## src/rtl/prng_pkg.sv

```systemverilog
// prng_pkg: shared state enum, word width, default FIFO depth and mask helper for the range sampler
package prng_pkg;
  localparam int WORD_W = 32;
  localparam int FIFO_DEPTH_DEF = 4;
  typedef enum logic [1:0] {UNCONF, MASK, RUN} state_e;
  function automatic logic [WORD_W-1:0] mask_of(input logic [WORD_W-1:0] n);
    logic [WORD_W-1:0] m;
    m = n - 32'd1;
    for (int i = 1; i < WORD_W; i <<= 1) m |= m >> i;
    return m;
  endfunction
endpackage

```

## src/rtl/prng_range_sampler_if.sv

```systemverilog
// prng_range_sampler_if: PRNG input, bound load and sample output bus; rej_count only with PRNG_SAMPLER_REJCNT_EN
interface prng_range_sampler_if;
  import prng_pkg::*;
  logic [WORD_W-1:0] in_word;
  logic              in_valid;
  logic              in_ready;
  logic [WORD_W-1:0] bound;
  logic              bound_load;
  logic [WORD_W-1:0] out_data;
  logic              out_valid;
  logic              out_ready;
  logic [4:0]        level;
`ifdef PRNG_SAMPLER_REJCNT_EN
  logic [15:0]       rej_count;
`endif
  modport master(
    output in_word, in_valid, bound, bound_load, out_ready,
    input  in_ready, out_data, out_valid, level
`ifdef PRNG_SAMPLER_REJCNT_EN
    , input rej_count
`endif
  );
  modport slave(
    input  in_word, in_valid, bound, bound_load, out_ready,
    output in_ready, out_data, out_valid, level
`ifdef PRNG_SAMPLER_REJCNT_EN
    , output rej_count
`endif
  );
endinterface

```

## src/rtl/prng_sample_fifo.sv

```systemverilog
// prng_sample_fifo: synchronous FIFO with push, pop, flush and occupancy; storage is not reset
module prng_sample_fifo import prng_pkg::*; #(
  parameter int FIFO_DEPTH = FIFO_DEPTH_DEF
) (
  input  logic              clk,
  input  logic              rst_n,
  input  logic              push,
  input  logic              pop,
  input  logic              flush,
  input  logic [WORD_W-1:0] din,
  output logic [WORD_W-1:0] dout,
  output logic [4:0]        level
);
  localparam int AW = $clog2(FIFO_DEPTH);
  logic [WORD_W-1:0] mem [FIFO_DEPTH];
  logic [AW-1:0] wr_q, wr_d, rd_q, rd_d;
  logic [4:0] cnt_q, cnt_d;
  logic do_push, do_pop;
  assign do_push = push && !flush && cnt_q < 5'(FIFO_DEPTH);
  assign do_pop = pop && !flush && cnt_q != 5'd0;
  always_comb begin
    wr_d = flush ? '0 : wr_q + AW'(do_push);
    rd_d = flush ? '0 : rd_q + AW'(do_pop);
    cnt_d = flush ? '0 : cnt_q + 5'(do_push) - 5'(do_pop);
  end
  always_ff @(posedge clk) begin
    if (!rst_n) begin
      wr_q <= '0;
      rd_q <= '0;
      cnt_q <= '0;
    end else begin
      wr_q <= wr_d;
      rd_q <= rd_d;
      cnt_q <= cnt_d;
    end
  end
  always_ff @(posedge clk) if (do_push) mem[wr_q] <= din;
  assign dout = cnt_q != 5'd0 ? mem[rd_q] : '0;
  assign level = cnt_q;
endmodule

```

## src/rtl/prng_range_sampler.sv

```systemverilog
// prng_range_sampler: masks and rejection-samples PRNG words into [0, N) and buffers them; PRNG_SAMPLER_REJCNT_EN adds rej_count
module prng_range_sampler import prng_pkg::*; #(
  parameter int FIFO_DEPTH = FIFO_DEPTH_DEF
) (
  input logic               clk,
  input logic               rst_n,
  prng_range_sampler_if.slave bus
);
  state_e state_q, state_d;
  logic [WORD_W-1:0] bound_q, bound_d, mask_q, mask_d, sample;
  logic hs, accept;
  always_comb begin
    state_d = bus.bound_load ? MASK : state_q == MASK ? RUN : state_q;
    bound_d = bus.bound_load ? bus.bound : bound_q;
    mask_d = state_q == MASK ? mask_of(bound_q) : mask_q;
  end
  always_ff @(posedge clk) begin
    if (!rst_n) begin
      state_q <= UNCONF;
      bound_q <= '0;
      mask_q <= '0;
    end else begin
      state_q <= state_d;
      bound_q <= bound_d;
      mask_q <= mask_d;
    end
  end
  assign bus.in_ready = state_q == RUN && bus.level < 5'(FIFO_DEPTH) && !bus.bound_load;
  assign hs = bus.in_valid && bus.in_ready;
  assign sample = bus.in_word & mask_q;
  assign accept = hs && (bound_q == '0 || sample < bound_q);
  assign bus.out_valid = bus.level != 5'd0;
  prng_sample_fifo #(.FIFO_DEPTH(FIFO_DEPTH)) u_fifo (
    .clk(clk),
    .rst_n(rst_n),
    .push(accept),
    .pop(bus.out_ready),
    .flush(bus.bound_load),
    .din(sample),
    .dout(bus.out_data),
    .level(bus.level)
  );
`ifdef PRNG_SAMPLER_REJCNT_EN
  logic [15:0] rej_q, rej_d;
  always_comb rej_d = bus.bound_load ? '0 : (hs && !accept && rej_q != 16'hFFFF) ? rej_q + 16'd1 : rej_q;
  always_ff @(posedge clk) rej_q <= !rst_n ? '0 : rej_d;
  assign bus.rej_count = rej_q;
`endif
endmodule

```

## src/flat_wrapper.sv

```systemverilog
// flat-port wrapper written by rule: the top's interface ports become plain ports
module prng_range_sampler_flat import prng_pkg::*;
#(
  parameter int FIFO_DEPTH = FIFO_DEPTH_DEF
)
  (clk, rst_n, bus_in_word, bus_in_valid, bus_bound, bus_bound_load, bus_out_ready, bus_in_ready, bus_out_data, bus_out_valid, bus_level);
  prng_range_sampler_if bus_i ();
  input logic clk;
  input logic rst_n;
  input wire logic [$bits(bus_i.in_word)-1:0] bus_in_word;
  input wire logic [$bits(bus_i.in_valid)-1:0] bus_in_valid;
  input wire logic [$bits(bus_i.bound)-1:0] bus_bound;
  input wire logic [$bits(bus_i.bound_load)-1:0] bus_bound_load;
  input wire logic [$bits(bus_i.out_ready)-1:0] bus_out_ready;
  output wire logic [$bits(bus_i.in_ready)-1:0] bus_in_ready;
  output wire logic [$bits(bus_i.out_data)-1:0] bus_out_data;
  output wire logic [$bits(bus_i.out_valid)-1:0] bus_out_valid;
  output wire logic [$bits(bus_i.level)-1:0] bus_level;
  assign bus_i.in_word = bus_in_word;
  assign bus_i.in_valid = bus_in_valid;
  assign bus_i.bound = bus_bound;
  assign bus_i.bound_load = bus_bound_load;
  assign bus_i.out_ready = bus_out_ready;
  assign bus_in_ready = bus_i.in_ready;
  assign bus_out_data = bus_i.out_data;
  assign bus_out_valid = bus_i.out_valid;
  assign bus_level = bus_i.level;
  prng_range_sampler #(.FIFO_DEPTH(FIFO_DEPTH)) u_core (.clk(clk), .rst_n(rst_n), .bus(bus_i));
endmodule
```

## config.mk

```make
export PLATFORM = sky130hd
export DESIGN_NAME = prng_range_sampler_flat
export DESIGN_NICKNAME = d
export VERILOG_FILES = /design/src/rtl/prng_pkg.sv /design/src/rtl/prng_range_sampler_if.sv /design/src/rtl/prng_sample_fifo.sv /design/src/rtl/prng_range_sampler.sv /design/src/flat_wrapper.sv
export SDC_FILE = /design/constraint.sdc
export NUM_CORES = 1
export LEC_CHECK = 0
export CORE_UTILIZATION = 52
export CTS_BUF_LIST = sky130_fd_sc_hd__clkbuf_8
export DETAILED_ROUTE_END_ITERATION = 16
export DONT_BUFFER_PORTS = 1
export MAX_ROUTING_LAYER = met4
export PLACE_DENSITY_LB_ADDON = 0.08
export SLEW_MARGIN = 20
export SYNTH_ARGS = -nofsm -noshare
export SYNTH_HDL_FRONTEND = slang
export SYNTH_HIERARCHICAL = 1
export SYNTH_SLANG_ARGS = --single-unit
```

## constraint.sdc

```tcl
create_clock -name clk -period 6.9 [get_ports clk]
set_clock_uncertainty 0.05 [all_clocks]
set_input_delay 0.345 -clock clk [delete_from_list [all_inputs] [get_ports clk]]
set_output_delay 0.345 -clock clk [all_outputs]
set_load 0.02 [all_outputs]
```

After elaboration in Yosys (flattened, before gate mapping)
Memories as Yosys holds them, arrays and structs flattened. A register that Yosys moved wholly into a read port is not among the register bits.
Cells that the tools add are included.
Widths: inputs -> output; s select.
{"block": "word_totals", "n_memories": 1, "input_bits": 69, "wordCells": 44, "register_bits": 75, "ramBits": 128}
{"name": "u_core.u_fifo.mem", "depth": 4, "word_bits": 32, "rd": 1, "rd_ports_with_merged_regs": 1, "write_ports": 1, "line": "prng_sample_fifo.sv:15", "source": "logic [WORD_W-1:0] mem [FIFO_DEPTH];"}
{"block": "op_classes", "order_cmp": 2, "reduce_logical": 14, "eq_ne": 2, "bitwise": 7, "add_sub_neg": 5, "muxes": 6}
{"operator": "$and 32x32->32", "n": 1}
{"operator": "$logic_not 32->1", "n": 1}
{"operator": "$lt 32x32->1", "n": 1}
{"operator": "$mux 32", "n": 1}
{"operator": "$or 32x16->32", "n": 1}
{"operator": "$or 32x24->32", "n": 1}
{"operator": "$or 32x28->32", "n": 1}
{"operator": "$or 32x30->32", "n": 1}
{"operator": "$or 32x31->32", "n": 1}
{"operator": "$sub 32x1->32 const B", "n": 1}
{"operator": "$logic_and 1x1->1", "n": 8}
{"operator": "$add 5x1->5", "n": 1}
{"operator": "$lt 5x3->1 const B", "n": 1}
{"operator": "$reduce_bool 5->1", "n": 1}
{"operator": "$sub 5x1->5", "n": 1}
{"operator": "$add 2x1->2", "n": 2}
{"operator": "$mux 1", "n": 4}
{"operator": "$eq 2x1->1 const B", "n": 1}
{"operator": "$eq 2x2->1 const B", "n": 1}
{"operator": "$mux 2", "n": 1}
{"operator": "$reduce_bool 2->1", "n": 1}
{"operator": "$reduce_or 2->1", "n": 1}
{"operator": "$logic_not 1->1", "n": 1}
{"operator": "$logic_or 1x1->1", "n": 1}
{"operator": "$not 1->1", "n": 1}

Depth between registers and ports, before layout
{"block": "logic_depth", "ltp_word": 9, "ltp_mapped": 17, "depth_no_buf": 17}

Hierarchy
Netlist, hierarchy kept.
{"mod": "prng_sample_fifo", "area_per_inst_um2": 5471.5, "n_inst": 1, "seq_area_each_um2": 4023.9, "cells_per_inst": 262}
{"mod": "prng_range_sampler", "area_per_inst_um2": 4320.4, "n_inst": 1, "seq_area_each_um2": 1321.3, "cells_per_inst": 517}

Least setup slack after synthesis
No wires, ideal clock.
{"block": "synth_path", "kind": "input-to-reg", "startpoint": "input port bus_in_word[9]", "endpoint": "memory u_core.u_fifo.mem[0][0] (enable)", "setup_ns": 0.468, "arrival_time_ns": 4.817, "path_slack_ns": 1.566, "stages": 11, "path_cell_list": "and2_1 -> ha_1 -> a21o_1 -> a21o_1 -> a211oi_1 -> o31ai_1 -> a31o_2 -> a221o_1 -> a21oi_1 -> nor4bb_4 -> nor3b_1"}
{"block": "synth_via", "elab_chain_len": 8}
{"item": "start: declaration", "line": "flat_wrapper.sv:10", "source": "input wire logic [$bits(bus_i.in_word)-1:0] bus_in_word;"}
{"item": "$and 32x32->32", "line": "prng_range_sampler.sv:30", "source": "assign sample = bus.in_word & mask_q;"}
{"item": "$lt 32x32->1", "line": "prng_range_sampler.sv:31", "source": "assign accept = hs && (bound_q == '0 || sample < bound_q);"}
{"item": "$logic_or 1x1->1", "line": "prng_range_sampler.sv:31"}
{"item": "$logic_and 1x1->1", "line": "prng_range_sampler.sv:31"}
{"item": "via u_core.accept", "line": "prng_range_sampler.sv:11", "source": "logic hs, accept;"}
{"item": "$logic_and 1x1->1 (2 in series)", "line": "prng_sample_fifo.sv:19", "source": "assign do_push = push && !flush && cnt_q < 5'(FIFO_DEPTH);"}
{"item": "$mux 1", "line": "prng_sample_fifo.sv:37", "source": "always_ff @(posedge clk) if (do_push) mem[wr_q] <= din;"}
{"item": "$mux 1 (implied by the code)", "line": "prng_sample_fifo.sv:37"}
{"item": "end: declaration", "line": "prng_sample_fifo.sv:15"}
The timed path passes the listed nets, and every way through them passes these cells.

Worst setup path in the final report
{"block": "layout_path", "startpoint": "register u_core.bound_q[7]", "endpoint": "register u_core.u_fifo.cnt_q[4], in the netlist u_core/u_fifo/level[4]"}
{"block": "layout_via", "elab_chain_len": 7, "elab_cells_between_ends": 8, "classes_between": "2 x add/sub; 1 x order compare; 5 x reduce/logical"}
{"item": "start: declaration", "line": "prng_range_sampler.sv:10", "source": "logic [WORD_W-1:0] bound_q, bound_d, mask_q, mask_d, sample;"}
{"item": "start signal: assignment", "line": "prng_range_sampler.sv:24", "source": "bound_q <= bound_d;"}
{"item": "$lt 32x32->1 or $logic_not 32->1 (tied branches)", "line": "prng_range_sampler.sv:31"}
{"item": "$logic_or 1x1->1 *", "line": "prng_range_sampler.sv:31"}
{"item": "$logic_and 1x1->1 *", "line": "prng_range_sampler.sv:31"}
{"item": "via u_core.accept", "line": "prng_range_sampler.sv:11"}
{"item": "$logic_and 1x1->1 * (2 in series)", "line": "prng_sample_fifo.sv:19"}
{"item": "$add 5x1->5 *", "line": "prng_sample_fifo.sv:24", "source": "cnt_d = flush ? '0 : cnt_q + 5'(do_push) - 5'(do_pop);"}
{"item": "$sub 5x1->5 *", "line": "prng_sample_fifo.sv:24"}
{"item": "end signal: assignment", "line": "prng_sample_fifo.sv:34", "source": "cnt_q <= cnt_d;"}
{"item": "end: declaration", "line": "prng_sample_fifo.sv:17", "source": "logic [4:0] cnt_q, cnt_d;"}
Mark *: on every way through the listed nets, which the timed path passes. The rest lies on a longest branch.
A chain may end at the register's enable or synchronous reset.

==> flow_metrics.py <==
metrics = {
    "outcome": {
        "status": "finished, violations left",
        "violations": "DRC",
    },
    "final_layout": {
        "area.growth.synth_to_final_pct": 12.3,
        "finalInstanceArea_um2": 11000,
        "drive_above_1_share_pct": 12.4,
        "nets": 932,
        "fillCellCount": 1477,
    },
    "routing": {
        "vias": 6394,
        "wl_per_cell_um": 21.2,
        "vias_per_cell": 5.91,
        "ant_nets": 0,
        "drt_iter0_markers": 391,
        "first_pass_iters": 11,
        "m1WireLength_um": 10500,
        "drc": 5,
        "top_layer_used": "met4",
        "route.met2.wl_um": 10600,
        "wl_met3_um": 1170,
        "wl_um": 22900,
    },
    "setup_path": {
        "cp.arrival_ps": 4650,
        "cp_max_fo": 10,
        "start_kind": "register",
        "cp.required_ps": 7250,
        "path_class": "register to register",
        "critPathCaptureType": "register",
    },
    "clock_network": {
        "ctsResizeCount": 0,
        "clock-sinks": 203,
        "clkTransAtPathRegs_ps": 60,
        "cts_hold_buf": 35,
        "insertion_delay_ps": 530,
        "post_cts_buffers": 0,
        "numCtsBuffers": 34,
        "cts_tree": "built",
        "clockBufferDepth": 3,
        "h-tree-depth": 2,
        "cts-root-buf": "clkbuf_8",
    },
    "die": {
        "io_pins": 108,
        "die_w_um": 139,
        "rows": 49,
        "die-area_um2": 19400,
        "die_y_um": 139,
        "coreArea_um2": 18200,
        "start_util_pct": 53.8,
    },
    "logic_synthesis": {
        "synth-main-ff-cell": "edfxtp_1",
        "synthAdderAreaFrac_pct": 5.32,
        "synth_mux_area_share_pct": 10.9,
        "synth_nets": 889,
        "synth_common_cells": "128 x edfxtp_1, 75 x dfxtp_1, 64 x nor2b_1",
        "yosysWarnings": 6,
        "avgSynthCellArea_um2": 12.6,
        "synth_top_area_share_pct": 39.3,
        "synth-seq-cells": 203,
        "synth_edf_count": 128,
        "netlist_instances": 779,
        "synth_top_cell_by_area": "edfxtp_1",
        "post-synth-top-count-cell": "edfxtp_1",
        "synthXorXnorAreaFrac_pct": 1.97,
        "synth_top_family_by_area": "simple AND/OR/NAND/NOR gates",
        "synth_top_cells_by_area": "edfxtp_1 39%, dfxtp_1 15%, mux4_2 6.4%",
        "synth-simple-area-share_pct": 15.6,
        "synth_compound_area_share_pct": 8.15,
        "synth_seq_area_share_pct": 54.6,
        "postSynth.asyncResetShare_pct": 0,
        "synth_cell_types": 60,
        "synth_area_um2": 9790,
    },
    "timing": {
        "min_period_ps": 4300,
        "tightest_slew_ps": 849,
        "finalSetupViolCount": 0,
        "slew_violations": 0,
        "max_freq_mhz": 233,
        "timing.final.crit_share_pct": 62.3,
        "rsz0062_at_grt": "no",
        "hold_viol_final": 0,
        "tns_ps": 0,
        "timing.hold.ws_ps": 38.5,
        "relSlewSlack_pct": 43.4,
    },
    "global_routing": {
        "grt_pass1_wl_um": 36600,
        "grt_pass1_vias": 6544,
        "grtUsageTotal_pct": 25.3,
        "grt_max_degree": 66,
        "antenna_found_initial": 4,
        "gr-total-overflow": 0,
    },
    "placed_design": {
        "portBuffers": 0,
        "gp_congestion": 0.893,
        "post-dp-hpwl_um": 15800,
        "place_area_um2": 9960,
    },
    "pwr": {
        "ir_drop_v": 0.000137,
        "power_density_nw_per_um2": 250,
        "p_leak_nw": 4.08,
    },
    "worst_hold_path": {
        "min_path_type": "input port to register",
    },
    "job": {
        "cap_violations": 0,
    },
}
## area by class of cell
cell class              count  area, µm²  share of cell area, %
well taps                 229        287                   2.61
repair buffers             44        438                   3.98
clock inverters            24        129                   1.17
inverters                  38        143                   1.30
multi-input cells         501       4120                   37.5
flip-flops and latches    203       5350                   48.6
clock buffers              38        523                   4.76
diodes                      4       10.0                 0.0910
## sequential cells by signal (all words and copies together), names as in the netlist
signal	count
u_core/u_fifo/mem	128
u_core/u_fifo/rd_q	2
u_core/state_q	2
u_core/mask_q	32
u_core/u_fifo/wr_q	2
u_core/bound_q	32
u_core/u_fifo/level	5
## cells in the final DEF (no fill, tap or decap), types with 22 or more instances in the layout
cell,count
nor2_1,33
clkbuf_8,38
mux2i_1,33
and2_1,35
a21oi_1,27
ha_1,40
xnor2_1,22
inv_1,54
o21ai_0,39
nor2b_1,63
edfxtp_1,128
dfxtp_1,73
mux4_2,28
dlygate4sd3_1,33
## cells by family (layout without fill, tap and decap cells)
kind of cell,count (synthesis),count (layout)
and+or+nand+nor,247,247
DFF,203,203
AOI/OAI and AO/OA,126,126
buffers and inverters,75,144
muxes,65,65
adders and majority gates,41,41
xor gates and xnor gates,22,22
other,0,4
## routing by layer
layer,GRT usage [%],vias up
met5,-,-
met4,9.36,0
met3,4.16,55
met2,38.1,199
met1,34.4,3115
li1,-,3025
## stage by stage
step	std cells	worst slack, ps	total power [W]	utilization [%]
floorplan	779	1570	0.00166	-
global placement	980	2830	0.00172	54.7
detailed placement	980	2640	0.00173	54.7
CTS	1077	2630	0.00278	60.3
global route	1081	2280	0.00287	60.4
finish	1081	2600	0.00275	60.4
## final timing paths
| check | startpoint | slack [ps] | cells after the start | to |
|---|---|---|---|---|
| max | u_core/bound_q[7]$_SDFFE_PN0P_ | 2600 | 14 | u_core/u_fifo/level[4]$_SDFF_PP0_ |
| min | rst_n | 40 | 2 | u_core/u_fifo/rd_q[0]$_SDFF_PP0_ |
| max reg2reg | u_core/bound_q[7]$_SDFFE_PN0P_ | 2600 | 14 | u_core/u_fifo/level[4]$_SDFF_PP0_ |
| min reg2reg | u_core/u_fifo/rd_q[0]$_SDFF_PP0_ | 460 | 2 | u_core/u_fifo/rd_q[0]$_SDFF_PP0_ |
## where the power goes
part	leakage [nW]	internal, W	switching [W]	total [W]
combinational	1.87	0.000145	0.000235	0.000379
sequential	1.81	0.00132	0.0000368	0.00135
clock	0.394	0.000546	0.000470	0.00102
## critical path, cell delays in order (launching register included)
cell and delay, ps:
dfxtp_1 440, or4_1 620, nor2_1 390, nand2_1 160, nor4b_1 490, o211ai_1 170
a21oi_1 170, nor4bb_4 350, or4_1 240, nand2_1 80, ha_1 220, fa_1 410
a21oi_1 170, o21bai_1 90, mux2i_1 120
(Power assumes the default switching activity.)
